**src/rtl/mem_ctrl_pkg.sv**
```systemverilog
// Shared definitions for the memory controller.
//   - Request mode encodings (MEMREQ_READ / MEMREQ_WRITE)
//   - MMIO base nibble and UART register offsets
//   - Controller FSM state and response-source types
// Optional feature macro: MEM_CTRL_UART_EN adds the UART wait states.
package mem_ctrl_pkg;

  localparam logic MEMREQ_READ  = 1'b0;
  localparam logic MEMREQ_WRITE = 1'b1;

  localparam logic [3:0]  MMIO_BASE     = 4'h1;
  localparam logic [27:0] MMIO_RX_OFF   = 28'h000_0000;
  localparam logic [27:0] MMIO_STAT_OFF = 28'h000_0004;
  localparam logic [27:0] MMIO_TX_OFF   = 28'h000_0008;

  typedef enum logic [2:0] {
    StIdle,
    StBramWait,
    StResp
`ifdef MEM_CTRL_UART_EN
    ,
    StRxWait,
    StTxWait
`endif
  } state_e;

  // Where the response data comes from when a fixed-delay wait expires.
  typedef enum logic [1:0] {
    SrcZero,
    SrcBram,
    SrcStatus
  } src_e;

  function automatic logic is_mmio(input logic [31:0] addr);
    return addr[31:28] == MMIO_BASE;
  endfunction

endpackage

```
**src/rtl/mem_ctrl.sv**
```systemverilog
// Memory controller: turns single-cycle core requests into BRAM accesses or
// UART MMIO accesses and returns a registered one-cycle completion pulse.
// Ports:
//   clk, rstn                         clock, synchronous active-low reset
//   request_enable/mode/addr/wdata/wstrb  core request (pulse, accepted in IDLE)
//   response_enable/data              registered completion pulse and read data
//   bram_en/we/addr/din, bram_dout    BRAM port (dout valid RD_LATENCY after en)
//   uart_rx_valid/data, uart_rx_pop   UART receive side
//   uart_tx_ready, uart_tx_valid/data UART transmit side
// Macro MEM_CTRL_UART_EN enables the UART MMIO registers (RX 0x0, status 0x4,
// TX 0x8). Without it every MMIO access completes at cycle 2 with data 0.
module mem_ctrl
  import mem_ctrl_pkg::*;
#(
  parameter int unsigned BRAM_AW    = 16,
  parameter int unsigned RD_LATENCY = 2
) (
  input  logic               clk,
  input  logic               rstn,
  input  logic               request_enable,
  input  logic               mode,
  input  logic [31:0]        addr,
  input  logic [31:0]        wdata,
  input  logic [3:0]         wstrb,
  output logic               response_enable,
  output logic [31:0]        data,
  output logic               bram_en,
  output logic [3:0]         bram_we,
  output logic [BRAM_AW-1:0] bram_addr,
  output logic [31:0]        bram_din,
  input  logic [31:0]        bram_dout,
  input  logic               uart_rx_valid,
  input  logic [7:0]         uart_rx_data,
  output logic               uart_rx_pop,
  input  logic               uart_tx_ready,
  output logic               uart_tx_valid,
  output logic [7:0]         uart_tx_data
);

  localparam logic [2:0] RdCnt = 3'(RD_LATENCY);

  state_e             state_q, state_d;
  src_e               src_q, src_d;
  logic [2:0]         cnt_q, cnt_d;
  logic               resp_en_q, resp_en_d;
  logic [31:0]        data_q, data_d;
  logic               bram_en_q, bram_en_d;
  logic [3:0]         bram_we_q, bram_we_d;
  logic [BRAM_AW-1:0] bram_addr_q, bram_addr_d;
  logic [31:0]        bram_din_q, bram_din_d;
  logic               rx_pop_q, rx_pop_d;
  logic               tx_valid_q, tx_valid_d;
  logic [7:0]         tx_data_q, tx_data_d;

  logic               unused_inputs;
  assign unused_inputs = ^{addr, wdata, uart_rx_data, uart_rx_valid, uart_tx_ready};

  always_ff @(posedge clk) begin
    if (!rstn) begin
      state_q     <= StIdle;
      src_q       <= SrcZero;
      cnt_q       <= '0;
      resp_en_q   <= 1'b0;
      data_q      <= '0;
      bram_en_q   <= 1'b0;
      bram_we_q   <= '0;
      bram_addr_q <= '0;
      bram_din_q  <= '0;
      rx_pop_q    <= 1'b0;
      tx_valid_q  <= 1'b0;
      tx_data_q   <= '0;
    end else begin
      state_q     <= state_d;
      src_q       <= src_d;
      cnt_q       <= cnt_d;
      resp_en_q   <= resp_en_d;
      data_q      <= data_d;
      bram_en_q   <= bram_en_d;
      bram_we_q   <= bram_we_d;
      bram_addr_q <= bram_addr_d;
      bram_din_q  <= bram_din_d;
      rx_pop_q    <= rx_pop_d;
      tx_valid_q  <= tx_valid_d;
      tx_data_q   <= tx_data_d;
    end
  end

  always_comb begin
    state_d     = state_q;
    src_d       = src_q;
    cnt_d       = cnt_q;
    resp_en_d   = 1'b0;
    data_d      = data_q;
    bram_en_d   = 1'b0;
    bram_we_d   = '0;
    bram_addr_d = bram_addr_q;
    bram_din_d  = bram_din_q;
    rx_pop_d    = 1'b0;
    tx_valid_d  = 1'b0;
    tx_data_d   = tx_data_q;

    unique case (state_q)
      StIdle: begin
        if (request_enable) begin
          // StBramWait doubles as the generic fixed-delay wait: when cnt
          // hits zero the response is issued from src on the next edge.
          state_d = StBramWait;
          cnt_d   = '0;
          src_d   = SrcZero;
          if (!is_mmio(addr)) begin
            bram_en_d   = 1'b1;
            bram_addr_d = addr[BRAM_AW+1:2];
            bram_din_d  = wdata;
            if (mode == MEMREQ_WRITE) begin
              bram_we_d = wstrb;
            end else begin
              cnt_d = RdCnt;
              src_d = SrcBram;
            end
          end else begin
`ifdef MEM_CTRL_UART_EN
            if (mode == MEMREQ_READ && addr[27:0] == MMIO_RX_OFF) begin
              state_d = StRxWait;
            end else if (mode == MEMREQ_READ && addr[27:0] == MMIO_STAT_OFF) begin
              src_d = SrcStatus;
            end else if (mode == MEMREQ_WRITE && addr[27:0] == MMIO_TX_OFF) begin
              tx_data_d = wdata[7:0];
              state_d   = StTxWait;
            end
`endif
          end
        end
      end

      StBramWait: begin
        if (cnt_q == '0) begin
          resp_en_d = 1'b1;
          state_d   = StResp;
          case (src_q)
            SrcBram:   data_d = bram_dout;
            SrcStatus: data_d = {30'b0, uart_tx_ready, uart_rx_valid};
            default:   data_d = '0;
          endcase
        end else begin
          cnt_d = cnt_q - 3'd1;
        end
      end

`ifdef MEM_CTRL_UART_EN
      StRxWait: begin
        if (uart_rx_valid) begin
          rx_pop_d  = 1'b1;
          resp_en_d = 1'b1;
          data_d    = {24'b0, uart_rx_data};
          state_d   = StResp;
        end
      end

      StTxWait: begin
        if (uart_tx_ready) begin
          // Pulse the byte out, then respond one cycle later via the wait.
          tx_valid_d = 1'b1;
          cnt_d      = '0;
          src_d      = SrcZero;
          state_d    = StBramWait;
        end
      end
`endif

      StResp: state_d = StIdle;

      default: state_d = StIdle;
    endcase
  end

  assign response_enable = resp_en_q;
  assign data            = data_q;
  assign bram_en         = bram_en_q;
  assign bram_we         = bram_we_q;
  assign bram_addr       = bram_addr_q;
  assign bram_din        = bram_din_q;
  assign uart_rx_pop     = rx_pop_q;
  assign uart_tx_valid   = tx_valid_q;
  assign uart_tx_data    = tx_data_q;

endmodule

```
**config.mk**
```make
export PLATFORM = sky130hd
export DESIGN_NAME = mem_ctrl
export DESIGN_NICKNAME = d
export VERILOG_FILES = /design/src/rtl/mem_ctrl_pkg.sv /design/src/rtl/mem_ctrl.sv
export SDC_FILE = /design/constraint.sdc
export NUM_CORES = 1
export LEC_CHECK = 0
export BUFFER_PORTS_ARGS = -buffer_cell sky130_fd_sc_hd__buf_2
export CORE_MARGIN = 2
export CORE_UTILIZATION = 34
export DETAILED_ROUTE_END_ITERATION = 7
export PLACE_DENSITY = 0.71
export SLEW_MARGIN = 10
export SYNTH_ARGS = -nofsm -noshare
export SYNTH_HDL_FRONTEND = slang
export SYNTH_SLANG_ARGS = --single-unit
```
**constraint.sdc**
```tcl
create_clock -name clk -period 1.5 [get_ports clk]
set_clock_uncertainty 0.1 [all_clocks]
set_input_delay 0.3 -clock clk [delete_from_list [all_inputs] [get_ports clk]]
set_output_delay 0.3 -clock clk [all_outputs]
set_load 0.05 [all_outputs]
```
; ---- Word level (Yosys, flattened, before mapping)
; Cells that the tools add are included.
[word_totals]
word_cells = 46
output_inout_bits = 96
regBits = 94
inputBits = 114
[classes]
n_mux = 13
n_addsub = 1
eq_ne = 7
bitwise = 5
n_reduce_logical = 11
[op_table]
columns = op, count
row1 = $pmux 32 s2, 1
row2 = $mux 3, 4
row3 = $pmux 3 s2, 2
row4 = $reduce_and 3->1, 3
row5 = $reduce_and 2->1, 4
row6 = $logic_not 3->1, 2
row7 = $ne 2x2->1 const B, 3
row8 = $not 1->1, 5
row9 = $reduce_or 5->1, 1
row10 = $eq 4x1->1 const B, 1
row11 = $mux 1, 4
row12 = $mux 2, 2
row13 = $eq 3x1->1 const B, 1
row14 = $sub 3x1->3 const B, 1
row15 = $eq 2x1->1 const B, 1
row16 = $eq 2x2->1 const B, 1
row17 = $reduce_bool 2->1, 1

; ---- Depth between registers and ports, before layout
[logic_depth]
depth_word = 4
ltp_mapped = 7
depth_no_buf = 6

; ---- Worst setup path after synthesis
; OpenSTA, ideal clock, no wires.
[synth_path]
path_type = register to register
start = reg cnt_q[0]
end = reg data_q[10] (netlist: data[10])
setup_slack_ps = -137
path_stages_with_launch = 7
path_buffers = 1
arrival_time_ps = 1477
setup_time_ps = 60
synth_period_minus_slack_ps = 1637
required_ps = 1340
path_cell_list = dfxtp_1 > inv_1 > ha_1 > nor2b_1 > a21boi_1 > clkbuf_1 > a22o_1
[synth_via]
elab_chain_len = 2
[synth_rtl]
columns = item, line
row1 = "start, declared", mem_ctrl.sv:44  ; logic [2:0] cnt_q, cnt_d;
row2 = "start signal, assigned", mem_ctrl.sv:75  ; cnt_q <= cnt_d;
row3 = $logic_not 3->1, mem_ctrl.sv:136  ; if (cnt_q == '0) begin
row4 = $reduce_and 2->1 (no source line), --
row5 = "end signal, assigned", mem_ctrl.sv:77  ; data_q <= data_d;
row6 = "end, declared", mem_ctrl.sv:46  ; logic [31:0] data_q, data_d;
; No other way between the ends.
; A chain may end at the register's enable or synchronous reset.

; ---- Worst setup path in the final report
[layout_path]
start = reg state_q[0]
end = reg bram_din_q[27] (netlist: bram_din[27])
[layout_via]
elab_chain_len = 2
[layout_rtl]
columns = item, line
row1 = "start, declared", mem_ctrl.sv:42  ; state_e state_q, state_d;
row2 = "start signal, assigned", mem_ctrl.sv:60  ; state_q <= StIdle;
row3 = "start signal, assigned", mem_ctrl.sv:73  ; state_q <= state_d;
row4 = $logic_not 3->1, mem_ctrl.sv:102  ; unique case (state_q)
row5 = $reduce_and 3->1 (no source line), --
row6 = "end signal, assigned", mem_ctrl.sv:81  ; bram_din_q <= bram_din_d;
row7 = "end, declared", mem_ctrl.sv:50  ; logic [31:0] bram_din_q, bram_din_d;
; No other way between the ends.

==> reports/summary.md <==
The total global routing track utilization was 14.7%. In this run the mean area of a mapped cell was 9.62 um^2. The tools report the smallest setup slack after layout as -0.144 ns. The endpoint of the worst setup timing path is bram_din[27]$_SDFFE_PN0P_.

The flow ran to the end, but the final reports show violations. The final hold violation count is 0. The number of diodes came out at 0.

The initial cell density of the core came out at 34.5%. The tools report the multi-input gate area in the final layout as 1370 um^2. The first global-routing pass estimated 12000 um of wire. For the via count, the log shows 2991. The detailed-routing iteration count for the pre-antenna-repair pass is 4. VDD sags by at most 542 uV. The min-delay analysis places its worst path in the category in2reg.

The run gives 96 as the DRC violation total after the first TritonRoute iteration. The sequential fraction of design power was 44.9%; the post-route fraction of the period consumed by the critical path was 110%. The maximum fanout encountered on the critical timing path was 30; the initial antenna violation count was 0.

The minimum clock period is 1.64 ns. Prior to clock tree synthesis, the placed netlist has a worst setup slack of -0.254 ns. For this run, design rule violations remaining after detail routing come to 0.

The power density over the cells works out to 1230 nW/um^2. The category of the critical setup timing path was reg2reg. In the final layout, the share of cells above drive strength 1 is 46.2%. The die is 103 um tall. Traced cell by cell, the critical path runs through or3b_4 > or2_2 > buf_12 > nand2_1 > a21boi_0. Max-cap violations in this run came to 0. The library cells used most frequently in the layout, excluding fill and tap cells, are sky130_fd_sc_hd__buf_2 (177), sky130_fd_sc_hd__nand2_1 (92), sky130_fd_sc_hd__dfxtp_1 (88). Synthesis produced a netlist whose cell count is 344.

The tools report the area of the core as 9590 um^2. The number of distinct library cell variants in the gate-level netlist after synthesis is 29, and the count of filler cells inserted in the layout is 896. The worst setup path is captured at a flop.

sky130_fd_sc_hd__dfxtp_1 takes more of the synthesized area than any other cell. TritonCTS built the clock tree. Summed over its instances, the top area cell type makes up 55.7% of the synthesized netlist area.

In this run the remaining antenna-violating nets after routing total 0. The clock transition at the register clock pins on the worst setup and hold paths after CTS is 0.10 ns. The largest single stage delay on the critical path is 0.41 ns. For the placed wire-length estimate after detailed placement, the log shows 5880 um. For this design, the sink count on the clock tree is 92. The endpoint of the worst-slack reg-to-reg timing path is bram_din[27]$_SDFFE_PN0P_. After detailed routing, the average wire length per cell comes to 13.0 um.

The start point of the worst min-delay path was bram_dout[17]. Combinational logic burns 26.2% of the power. The worst setup path is launched from a flop. The final reports fail on negative setup slack. The boundary pin count was 210; the number of levels the H-tree was split into was 3.

The standard cell with the maximum stage delay on the critical path was sky130_fd_sc_hd__or3b_4. Clock tree synthesis inserted a total of 9 buffers. Number of buffer cells added on primary ports: 177. The worst path buffer plus inverter count works out to 1.

The share of total power in the clock network was 28.9%; the net switching share of the total power was 33.2%. Summed over all cells, the static leakage comes to 2.36 nW. The critical path runs through a total of 5 cells.

The clock passes through at most 2 buffers. Row generation in the floorplan step produced 36 rows. Register bit count reported by yosys: 92. The number of pins exceeding their max-slew limit in the final report is 0. The library cell used most frequently in the layout, excluding fill and tap cells, is sky130_fd_sc_hd__buf_2.

Across all register-to-register paths, the minimum setup slack is -0.14 ns. The startpoint identified for the worst register-to-register timing path is state_q[0]$_SDFFE_PN0P_. The synthesized netlist occupies a cell area of 3310 um^2.

The placer congestion estimate is 0.723. The die is 103 um wide. Clock tree synthesis selected as its root buffer the cell sky130_fd_sc_hd__clkbuf_8. For this block, the routed nets add up to 8740 um of wire. Design internal power: 3.98 mW.

Adding up every negative setup slack in the final design gives -6.34 ns. The pin count of the biggest net entering global routing is 33. The clock reaches the later pin of the worst-skew pair after 0.35 ns. The net count of the finished layout is 650. The number of vias per cell after detailed routing works out to 4.45. Register area: 1850 um^2. The die outline area is 10500 um^2.

Of the synthesized area, sequential elements account for 55.7%. Number of endpoints failing setup at the final stage: 74. Yosys warning count: 0. In the post-synthesis netlist, the biggest area contributors are sky130_fd_sc_hd__dfxtp_1 (56%), sky130_fd_sc_hd__nand2_1 (11%), sky130_fd_sc_hd__a21boi_0 (8.9%), sky130_fd_sc_hd__a22o_1 (8.5%), sky130_fd_sc_hd__buf_4 (2.7%). The area growth from synthesis to layout is 46.3%. The launch point of the critical path was state_q[0]$_SDFFE_PN0P_.

The logs give 1.79 ns for the data arrival time at the worst-slack endpoint and 1.64 ns for the required time at the worst-slack endpoint. For this run the aggregate overflow at the end of global routing stands at 0. For the net load switching power, the log shows 1.98 mW. Top cell family by delay on the critical path: simple AND/OR/NAND/NOR gates. The worst register-to-register path has a depth of 5.

Setup repair after global routing could not meet its margin everywhere. For the via count of the first global-routing pass, the log shows 2627. Derived from the worst setup path, the maximum achievable clock frequency is 608 MHz. After clock tree synthesis, the flow added hold-fix buffers numbering 0.
==> cell families after synthesis <==
family	share of synthesized area (%)
AOI/OAI and AO/OA	21.4
buffers and inverters	6.39
other	0.113
DFF	55.7
adders and majority gates	0.756
and+or+nand+nor	15.7
==> what timing repair did <==
action / 4_1_cts / 5_1_grt
endpoints found under the setup margin: 86 / 88
gates resized for setup: 18 / 25
setup buffers: 5 / 4
gates cloned: 2 / 3
pin swaps: 5 / 17
==> state kept, by name (all words and copies together) (netlist names), 2 cells and up <==
name and cells:
bram_din 32, bram_addr 16, bram_we 4, data 32, state_q 2, cnt_q 3
==> worst min path at each step <==
stage,slack (ns),endpoint,depth (start not counted)
final,0.04,data[17]$_SDFFE_PN0P_,2
after global routing,0.02,data[12]$_SDFFE_PN0P_,2
after CTS,0.02,data[17]$_SDFFE_PN0P_,2
after detailed placement,0.34,bram_din[0]$_SDFFE_PN0P_,2
after global placement,0.33,bram_din[0]$_SDFFE_PN0P_,2
after floorplan,0.32,bram_we[0]$_SDFF_PP0_,1
==> synth_stat cells <==
cell type                   n
sky130_fd_sc_hd__a31o_2     1
sky130_fd_sc_hd__or3b_4     1
sky130_fd_sc_hd__or2_1      1
sky130_fd_sc_hd__nand2_1   99
sky130_fd_sc_hd__buf_2     10
sky130_fd_sc_hd__nor4b_2    1
sky130_fd_sc_hd__nand3_1    1
sky130_fd_sc_hd__buf_6      2
sky130_fd_sc_hd__buf_4     12
sky130_fd_sc_hd__a21oi_1    4
sky130_fd_sc_hd__o21bai_1   1
sky130_fd_sc_hd__a21boi_1  11
sky130_fd_sc_hd__inv_1      3
sky130_fd_sc_hd__nor3_1     2
sky130_fd_sc_hd__and2_1     7
sky130_fd_sc_hd__clkbuf_1  10
sky130_fd_sc_hd__nor2_1     1
sky130_fd_sc_hd__conb_1     1
sky130_fd_sc_hd__and4_1     1
sky130_fd_sc_hd__a21boi_0  39
sky130_fd_sc_hd__o21ai_0    2
sky130_fd_sc_hd__nor2b_1    2
sky130_fd_sc_hd__ha_1       2
sky130_fd_sc_hd__dfxtp_1   92
sky130_fd_sc_hd__a22o_1    32
sky130_fd_sc_hd__nor2_2     1
sky130_fd_sc_hd__and2_0     1
sky130_fd_sc_hd__o21ai_1    1
sky130_fd_sc_hd__and3_1     3
==> power groups by stage <==
stage	sequential (mW)	combinational, mW	clock [mW]
global placement	2.73	1.39	0
finish	2.68	1.56	1.72
detailed placement	2.73	1.42	0
CTS	2.68	1.53	1.79
floorplan	3.20	0.518	0
global route	2.70	1.68	1.91
==> layout make-up <==
type | count | area share [%]
sequential | 92 | 38.2
multi-input combinational | 224 | 28.3
timing repair buffer | 204 | 25.5
tap | 133 | 3.44
clock buffer | 10 | 2.84
clock inverter | 6 | 1.47
inverter | 3 | 0.233
==> metrics by stage <==
stage | total power, mW | instances | hold WS (ns) | instance area [um^2] | utilization, %
6_report | 5.96 | 672 | 0.0434 | 4840 | 50.4
5_1_grt | 6.29 | 672 | 0.0216 | 4840 | 50.4
4_1_cts | 6.00 | 667 | 0.0191 | 4720 | 49.2
3_5_place_dp | 4.15 | 644 | 0.343 | 4400 | 45.9
3_3_place_gp | 4.12 | 644 | 0.334 | 4400 | 45.9
2_1_floorplan | 3.72 | 353 | 0.322 | 3380 | -
==> worst reg2reg max path, stage by stage (launching register included) <==
cell and delay, ns:
sky130_fd_sc_hd__dfxtp_2 0.33, sky130_fd_sc_hd__or3b_4 0.41, sky130_fd_sc_hd__or2_2 0.36, sky130_fd_sc_hd__buf_12 0.19
sky130_fd_sc_hd__nand2_1 0.08, sky130_fd_sc_hd__a21boi_0 0.07
==> per-layer routing <==
| metal | track usage, % | wire, um | part of all wire, % | up-vias |
|---|---|---|---|---|
| met2 | 25.2 | 4260 | 49 | 123 |
| met1 | 16.7 | 3580 | 41 | 1352 |
| li1 | - | - | - | 1508 |
| met4 | 5.54 | 104 | 1.2 | 0 |
| met3 | 5.56 | 796 | 9.1 | 8 |
| met5 | 0 | 0 | 0 | - |
Power figures use the tool's default switching activity.
